===== config.mk =====
export PLATFORM = sky130hd
export DESIGN_NAME = alu_seq_divider_flat
export DESIGN_NICKNAME = d
export VERILOG_FILES = /design/src/rtl/alu_pkg.sv /design/src/rtl/alu_seq_divider_if.sv /design/src/rtl/div_sub_step.sv /design/src/rtl/alu_seq_divider.sv /design/src/flat_wrapper.sv
export SDC_FILE = /design/constraint.sdc
export NUM_CORES = 1
export LEC_CHECK = 0
export BUFFER_PORTS_ARGS = -buffer_cell sky130_fd_sc_hd__buf_2
export CAP_MARGIN = 20
export CELL_PAD_IN_SITES_DETAIL_PLACEMENT = 1
export CELL_PAD_IN_SITES_GLOBAL_PLACEMENT = 1
export CORE_ASPECT_RATIO = 1.2
export CORE_MARGIN = 8
export CORE_UTILIZATION = 40
export CTS_BUF_LIST = sky130_fd_sc_hd__clkbuf_8
export DETAILED_ROUTE_END_ITERATION = 8
export GPL_ROUTABILITY_DRIVEN = 0
export PLACE_DENSITY = 0.78
export SLEW_MARGIN = 10
export SYNTH_ARGS = -nofsm -noshare
export SYNTH_HDL_FRONTEND = slang
export SYNTH_SLANG_ARGS = --single-unit

===== constraint.sdc =====
create_clock -name clk -period 2 [get_ports clk]
set_input_delay 0.4 -clock clk [delete_from_list [all_inputs] [get_ports clk]]
set_output_delay 0.4 -clock clk [all_outputs]
set_load 0.01 [all_outputs]

===== src/rtl/alu_pkg.sv =====
// Shared types and sizing for the ALU datapath blocks, including the
// sequential divider's state encoding.
package alu_pkg;

  typedef enum logic [1:0] {
    IDLE,
    ITER,
    FIXUP,
    DONE
  } div_state_t;

  localparam int DIV_WIDTH = 4;
  localparam int DIV_CNT_W = $clog2(DIV_WIDTH);

endpackage


===== src/rtl/alu_seq_divider_if.sv =====
// Start/done handshake and operand/result bundle between the sequencer
// (master) and the sequential divider (slave).
interface alu_seq_divider_if #(
  parameter int WIDTH = 4
);

  logic             start;
  logic [WIDTH-1:0] dividend;
  logic [WIDTH-1:0] divisor;
  logic             is_signed;
  logic             busy;
  logic             done;
  logic [WIDTH-1:0] quotient;
  logic [WIDTH-1:0] remainder;
  logic             div_by_zero;
  logic             overflow;
  logic             zero_flag;

  modport master (
    output start, dividend, divisor, is_signed,
    input  busy, done, quotient, remainder, div_by_zero, overflow, zero_flag
  );

  modport slave (
    input  start, dividend, divisor, is_signed,
    output busy, done, quotient, remainder, div_by_zero, overflow, zero_flag
  );

endinterface


===== src/rtl/div_sub_step.sv =====
// One restoring-division step: trial subtract of the divisor magnitude from
// the shifted partial remainder, keeping the difference only when non-negative.
module div_sub_step #(
  parameter int WIDTH = 4
) (
  input  logic [WIDTH:0]   part_rem,
  input  logic [WIDTH-1:0] divisor_mag,
  output logic [WIDTH-1:0] next_rem,
  output logic             q_bit
);

  logic [WIDTH:0] trial;

  // The kept remainder is always below the divisor, so WIDTH bits suffice.
  assign trial    = part_rem - {1'b0, divisor_mag};
  assign q_bit    = ~trial[WIDTH];
  assign next_rem = q_bit ? trial[WIDTH-1:0] : part_rem[WIDTH-1:0];

endmodule


===== src/rtl/alu_seq_divider.sv =====
// Iterative restoring divider producing one quotient bit per cycle, with
// sign fixup so results match the ALU's signed/unsigned convention.
module alu_seq_divider
  import alu_pkg::*;
#(
  parameter int WIDTH = DIV_WIDTH
) (
  input  logic           clk,
  input  logic           rst,
  alu_seq_divider_if.slave bus
);

  // Reuse the package count width for the default size.
  localparam int CNT_W = (WIDTH == DIV_WIDTH) ? DIV_CNT_W : $clog2(WIDTH);

  div_state_t       state;
  logic [CNT_W-1:0] count;
  logic [WIDTH-1:0] rem;
  logic [WIDTH-1:0] dq;
  logic [WIDTH-1:0] dmag;
  logic [WIDTH-1:0] dividend_lat;
  logic             neg_q;
  logic             neg_r;
  logic             dz;
  logic             ovf;

  logic             busy_q;
  logic             done_q;
  logic [WIDTH-1:0] quotient_q;
  logic [WIDTH-1:0] remainder_q;
  logic             div_by_zero_q;
  logic             overflow_q;
  logic             zero_flag_q;

  logic signed [WIDTH-1:0] dividend_s;
  logic signed [WIDTH-1:0] divisor_s;
  logic                    sign_a;
  logic                    sign_b;
  logic [WIDTH:0]          shifted;
  logic [WIDTH-1:0]        step_rem;
  logic                    step_q;
  logic [WIDTH-1:0]        q_fix;
  logic [WIDTH-1:0]        r_fix;

  function automatic logic [WIDTH-1:0] neg_if(input logic [WIDTH-1:0] v, input logic n);
    return n ? (~v + WIDTH'(1)) : v;
  endfunction

  assign dividend_s = bus.dividend;
  assign divisor_s  = bus.divisor;
  assign sign_a     = bus.is_signed & dividend_s[WIDTH-1];
  assign sign_b     = bus.is_signed & divisor_s[WIDTH-1];

  assign shifted = {rem, dq[WIDTH-1]};

  div_sub_step #(.WIDTH(WIDTH)) u_step (
    .part_rem    (shifted),
    .divisor_mag (dmag),
    .next_rem    (step_rem),
    .q_bit       (step_q)
  );

  assign q_fix = neg_if(dq, neg_q);
  assign r_fix = neg_if(rem, neg_r);

  always_ff @(posedge clk) begin
    if (rst) begin
      state         <= IDLE;
      count         <= '0;
      rem           <= '0;
      dq            <= '0;
      dmag          <= '0;
      dividend_lat  <= '0;
      neg_q         <= 1'b0;
      neg_r         <= 1'b0;
      dz            <= 1'b0;
      ovf           <= 1'b0;
      busy_q        <= 1'b0;
      done_q        <= 1'b0;
      quotient_q    <= '0;
      remainder_q   <= '0;
      div_by_zero_q <= 1'b0;
      overflow_q    <= 1'b0;
      zero_flag_q   <= 1'b0;
    end else begin
      case (state)
        IDLE, DONE: begin
          done_q <= 1'b0;
          if (bus.start) begin
            // Load magnitudes; a zero divisor skips straight to fixup.
            dq           <= neg_if(bus.dividend, sign_a);
            dmag         <= neg_if(bus.divisor, sign_b);
            rem          <= '0;
            count        <= CNT_W'(WIDTH - 1);
            dividend_lat <= bus.dividend;
            neg_q        <= sign_a ^ sign_b;
            neg_r        <= sign_a;
            dz           <= (bus.divisor == '0);
            ovf          <= bus.is_signed &&
                            (bus.dividend == {1'b1, {(WIDTH-1){1'b0}}}) &&
                            (bus.divisor == '1);
            busy_q       <= 1'b1;
            state        <= (bus.divisor == '0) ? FIXUP : ITER;
          end else begin
            state <= IDLE;
          end
        end
        ITER: begin
          rem   <= step_rem;
          dq    <= {dq[WIDTH-2:0], step_q};
          count <= count - CNT_W'(1);
          if (count == '0) begin
            state <= FIXUP;
          end
        end
        FIXUP: begin
          if (dz) begin
            quotient_q  <= '1;
            remainder_q <= dividend_lat;
            zero_flag_q <= 1'b0;
          end else begin
            quotient_q  <= q_fix;
            remainder_q <= r_fix;
            zero_flag_q <= (q_fix == '0);
          end
          div_by_zero_q <= dz;
          overflow_q    <= ovf;
          busy_q        <= 1'b0;
          done_q        <= 1'b1;
          state         <= DONE;
        end
        default: state <= IDLE;
      endcase
    end
  end

  assign bus.busy        = busy_q;
  assign bus.done        = done_q;
  assign bus.quotient    = quotient_q;
  assign bus.remainder   = remainder_q;
  assign bus.div_by_zero = div_by_zero_q;
  assign bus.overflow    = overflow_q;
  assign bus.zero_flag   = zero_flag_q;

endmodule


===== src/flat_wrapper.sv =====
// flat-port wrapper written by rule: the top's interface ports become plain ports
module alu_seq_divider_flat import alu_pkg::*;
#(
  parameter int WIDTH = DIV_WIDTH
)
  (clk, rst, bus_start, bus_dividend, bus_divisor, bus_is_signed, bus_busy, bus_done, bus_quotient, bus_remainder, bus_div_by_zero, bus_overflow, bus_zero_flag);
  alu_seq_divider_if #(.WIDTH(WIDTH)) bus_i ();
  input  logic clk;
  input  logic rst;
  input wire logic [$bits(bus_i.start)-1:0] bus_start;
  input wire logic [$bits(bus_i.dividend)-1:0] bus_dividend;
  input wire logic [$bits(bus_i.divisor)-1:0] bus_divisor;
  input wire logic [$bits(bus_i.is_signed)-1:0] bus_is_signed;
  output wire logic [$bits(bus_i.busy)-1:0] bus_busy;
  output wire logic [$bits(bus_i.done)-1:0] bus_done;
  output wire logic [$bits(bus_i.quotient)-1:0] bus_quotient;
  output wire logic [$bits(bus_i.remainder)-1:0] bus_remainder;
  output wire logic [$bits(bus_i.div_by_zero)-1:0] bus_div_by_zero;
  output wire logic [$bits(bus_i.overflow)-1:0] bus_overflow;
  output wire logic [$bits(bus_i.zero_flag)-1:0] bus_zero_flag;
  assign bus_i.start = bus_start;
  assign bus_i.dividend = bus_dividend;
  assign bus_i.divisor = bus_divisor;
  assign bus_i.is_signed = bus_is_signed;
  assign bus_busy = bus_i.busy;
  assign bus_done = bus_i.done;
  assign bus_quotient = bus_i.quotient;
  assign bus_remainder = bus_i.remainder;
  assign bus_div_by_zero = bus_i.div_by_zero;
  assign bus_overflow = bus_i.overflow;
  assign bus_zero_flag = bus_i.zero_flag;
  alu_seq_divider #(.WIDTH(WIDTH)) u_core (.clk(clk), .rst(rst), .bus(bus_i));
endmodule

==> results.cfg <==
[outcome]
status = finished, final reports clean

[final_layout]
area_growth_pct = 19.1
seq_area_sq_um = 742
drive_above_1_share_pct = 19.4
num_antenna_cells = 0
multi_input_area_sq_um = 1150
nFillCells = 602
nets = 304
stdcell_count = 339

[placement]
portBuffers = 24
dp_hpwl_microns = 4070
dpl.cell_count = 331
pre_cts_ws_ns = -0.00405

[synthesis]
synthDistinctLibCells = 45
synth_edf_count = 0
ys_top_cells_by_count = 37 x dfxtp_1, 36 x nand2_1, 23 x a21oi_1, 23 x nor2_1, 20 x inv_1
yosysTopAreaCell = dfxtp_1
avgSynthCellArea_sq_um = 8.09
async_reset_ff_share_pct = 0
yosysTopAreaCellShare_pct = 37.2
netlist_instances = 246
yosysMostFrequentCell = dfxtp_1
ys_seq_area_share_pct = 37.2
ys_warn_count = 0
synth-seq-cells = 37
synth_fp_nets = 272
synth_area_leaders = dfxtp_1 37%, ha_1 8.2%, nand2_1 6.8%
synthFlopType = dfxtp_1
netlist_area_sq_um = 1990

[clock_network]
h-tree-depth = 2
cts_root_buf = clkbuf_8
cts_sinks = 37
hold_buffers = 0
cts_made_buffers = 5
tritoncts = built
clockBufferDepth = 2
clkTransAtPathRegs_ns = 0.08
clk_latency_ns = 0.30

[worst_setup_path]
crit_path_cell_trace = inv_1 -> ha_1 -> inv_1 -> fa_2 -> and3_4 -> or3_4 -> a211o_1 -> o211ai_1
cp.required_ns = 2.21
worstPathArrival_ns = 2.14
crit_path_start_kind = flop
reg2reg_depth = 8
crit_type = flop to flop
cp_slowest_stage_delay_ns = 0.36
cpMaxStageDelayCell = or3_4
crit_top_cell = inv_1
critPathMaxFanout = 6
cp-end-kind = flop

[power_and_ir_drop]
internal_power_uw = 1890
p_sw_uw = 1190
finalPower_uw = 3080
power.density_nw_per_um2 = 1300
ir_drop_mv = 0.724
comb_power_share_pct = 44.5
switching_share_pct = 38.7
seqPwrFrac_pct = 33.8
pwr-share-clk_pct = 21.6
power.leakage_uw = 0.000956

[timing]
finalSetupViolations = 0
relSlewSlack_pct = 69.8
finalHoldViolations = 0
fin_crit_sh_pct = 96.7
setup_tns_ns = 0
finalWorstSetupSlack_ns = 0.0662
clock_skew_ns = 0.0114
max_freq_ghz = 0.517
finalCriticalPeriod_ns = 1.93
maxSlewViolCount = 0
rsz0062_at_grt = yes
tightest_slew_ns = 0.453

[min_path]
min_path_cells = 3
hold_class = primary input to flop

[floorplanning]
dieArea_sq_um = 7500
die_y_microns = 93.3
io_pins = 25
coreArea_sq_um = 4870
initial_core_util_pct = 40.9
die_w_microns = 80.4
rows = 28

[grt]
antenna_found_initial = 0
grt_max_degree = 36
grt_pass1_vias = 1909
overflow = 0
grtUsageTotal_pct = 15.2
grt_pass1_wl_microns = 9110

[drt]
drc = 0
first_pass_iters = 4
vias = 1848
drtIter0Drc = 75
ant_nets = 0
via_per_inst = 5.45
avgRoutedWirePerCell_microns = 15.6
drt_wl_total_microns = 5290

[job]
maxCapViolations = 0
==> cell type report <==
| cell class | count | share of cell area, % |
|---|---|---|
| repair buffers | 36 | 8.87 |
| well taps | 60 | 3.17 |
| multi-input cells | 177 | 48.5 |
| inverters | 21 | 3.33 |
| clock buffers | 5 | 2.91 |
| flip-flops and latches | 37 | 31.3 |
| clock inverters | 3 | 1.85 |
==> routing by layer <==
metal / track usage (%) / vias to the layer above / share of wire [%]
met5: 0 / - / 0
met4: 5.17 / 0 / 1.3
met3: 3.55 / 7 / 2.4
met2: 26.3 / 20 / 53
met1: 17.8 / 908 / 43
li1: - / 913 / -
==> metrics by stage <==
stage / instance area (sq um) / util, % / hold slack (ns)
floorplan: 1990 / - / 0.431
global placement: 2230 / 45.9 / 0.441
detailed placement: 2230 / 45.9 / 0.445
CTS: 2350 / 48.3 / 0.381
global route: 2370 / 48.6 / 0.403
finish: 2370 / 48.6 / 0.385
==> kinds of logic after synthesis <==
group	count (synthesis)	synth area share, %
and+or+nand+nor	88	20.3
buffers and inverters	32	6.10
muxes	8	4.15
xor gates and xnor gates	7	3.08
adders and majority gates	14	9.18
AOI/OAI and AO/OA	60	19.9
DFF	37	37.2
==> power groups by stage <==
stage | combinational, uW | clock [uW] | sequential (uW)
finish | 1370 | 667 | 1040
global route | 1530 | 711 | 1070
CTS | 1370 | 677 | 1040
detailed placement | 1340 | 0 | 1060
global placement | 1300 | 0 | 1050
floorplan | 901 | 0 | 1060
==> worst max-delay path: cells and delay by family (launching register included) <==
| kind | cells | cell delay, ns |
|---|---|---|
| buffers and inverters | 2 | 0.12 |
| flip-flops | 1 | 0.32 |
| adder cells (fa/ha/maj) | 2 | 0.50 |
| AND/OR/NAND/NOR | 2 | 0.52 |
| AO/OA/AOI/OAI | 2 | 0.39 |
==> worst paths after layout <==
check | slack, ns | endpoint | start
worst min register to register | 0.46 | u_core.dividend_lat[3] | u_core.dividend_lat[3]
worst min-delay path | 0.38 | u_core.dividend_lat[0] | bus_dividend[0]
worst max register to register | 0.07 | u_core.rem[3] | u_core.dq[3]
worst max-delay path | 0.07 | u_core.rem[3] | u_core.dq[3]
==> sequential cells by signal, summed over array words and instances (netlist names), 2 cells and up <==
name	cells
u_core.bus.remainder	4
u_core.state	2
u_core.dmag	4
u_core.count	2
u_core.dividend_lat	4
u_core.rem	4
u_core.dq	4
u_core.bus.quotient	4
==> placed cells by master, fill, tap and decap left out, types with 2 or more instances in the layout <==
cell type / instances
buf_2: 24
a211oi_1: 3
a21oi_1: 23
o21a_1: 2
a221oi_1: 2
o21ai_0: 2
nand2b_1: 6
inv_1: 20
ha_1: 13
nand4_1: 3
o22ai_1: 3
o211ai_1: 6
nor2_1: 22
a311oi_1: 2
nand3_1: 4
dfxtp_1: 36
o31ai_1: 4
mux2i_1: 6
o21ai_1: 4
nand3b_1: 2
buf_4: 12
o31ai_2: 2
nor2b_1: 2
nand2_1: 36
xnor2_1: 6
a22oi_1: 2
and3_1: 2
clkbuf_8: 5
==> what timing repair did <==
| action | 4_1_cts | 5_1_grt |
|---|---|---|
| gates cloned | 0 | 0 |
| hold endpoints to repair | 0 | 0 |
| buffers inserted | 0 | 0 |
| resized for setup | 1 | 4 |
| setup endpoints to repair | 2 | 3 |
| pin swaps | 0 | 1 |
Note: power is estimated with default switching activity, not from simulation.
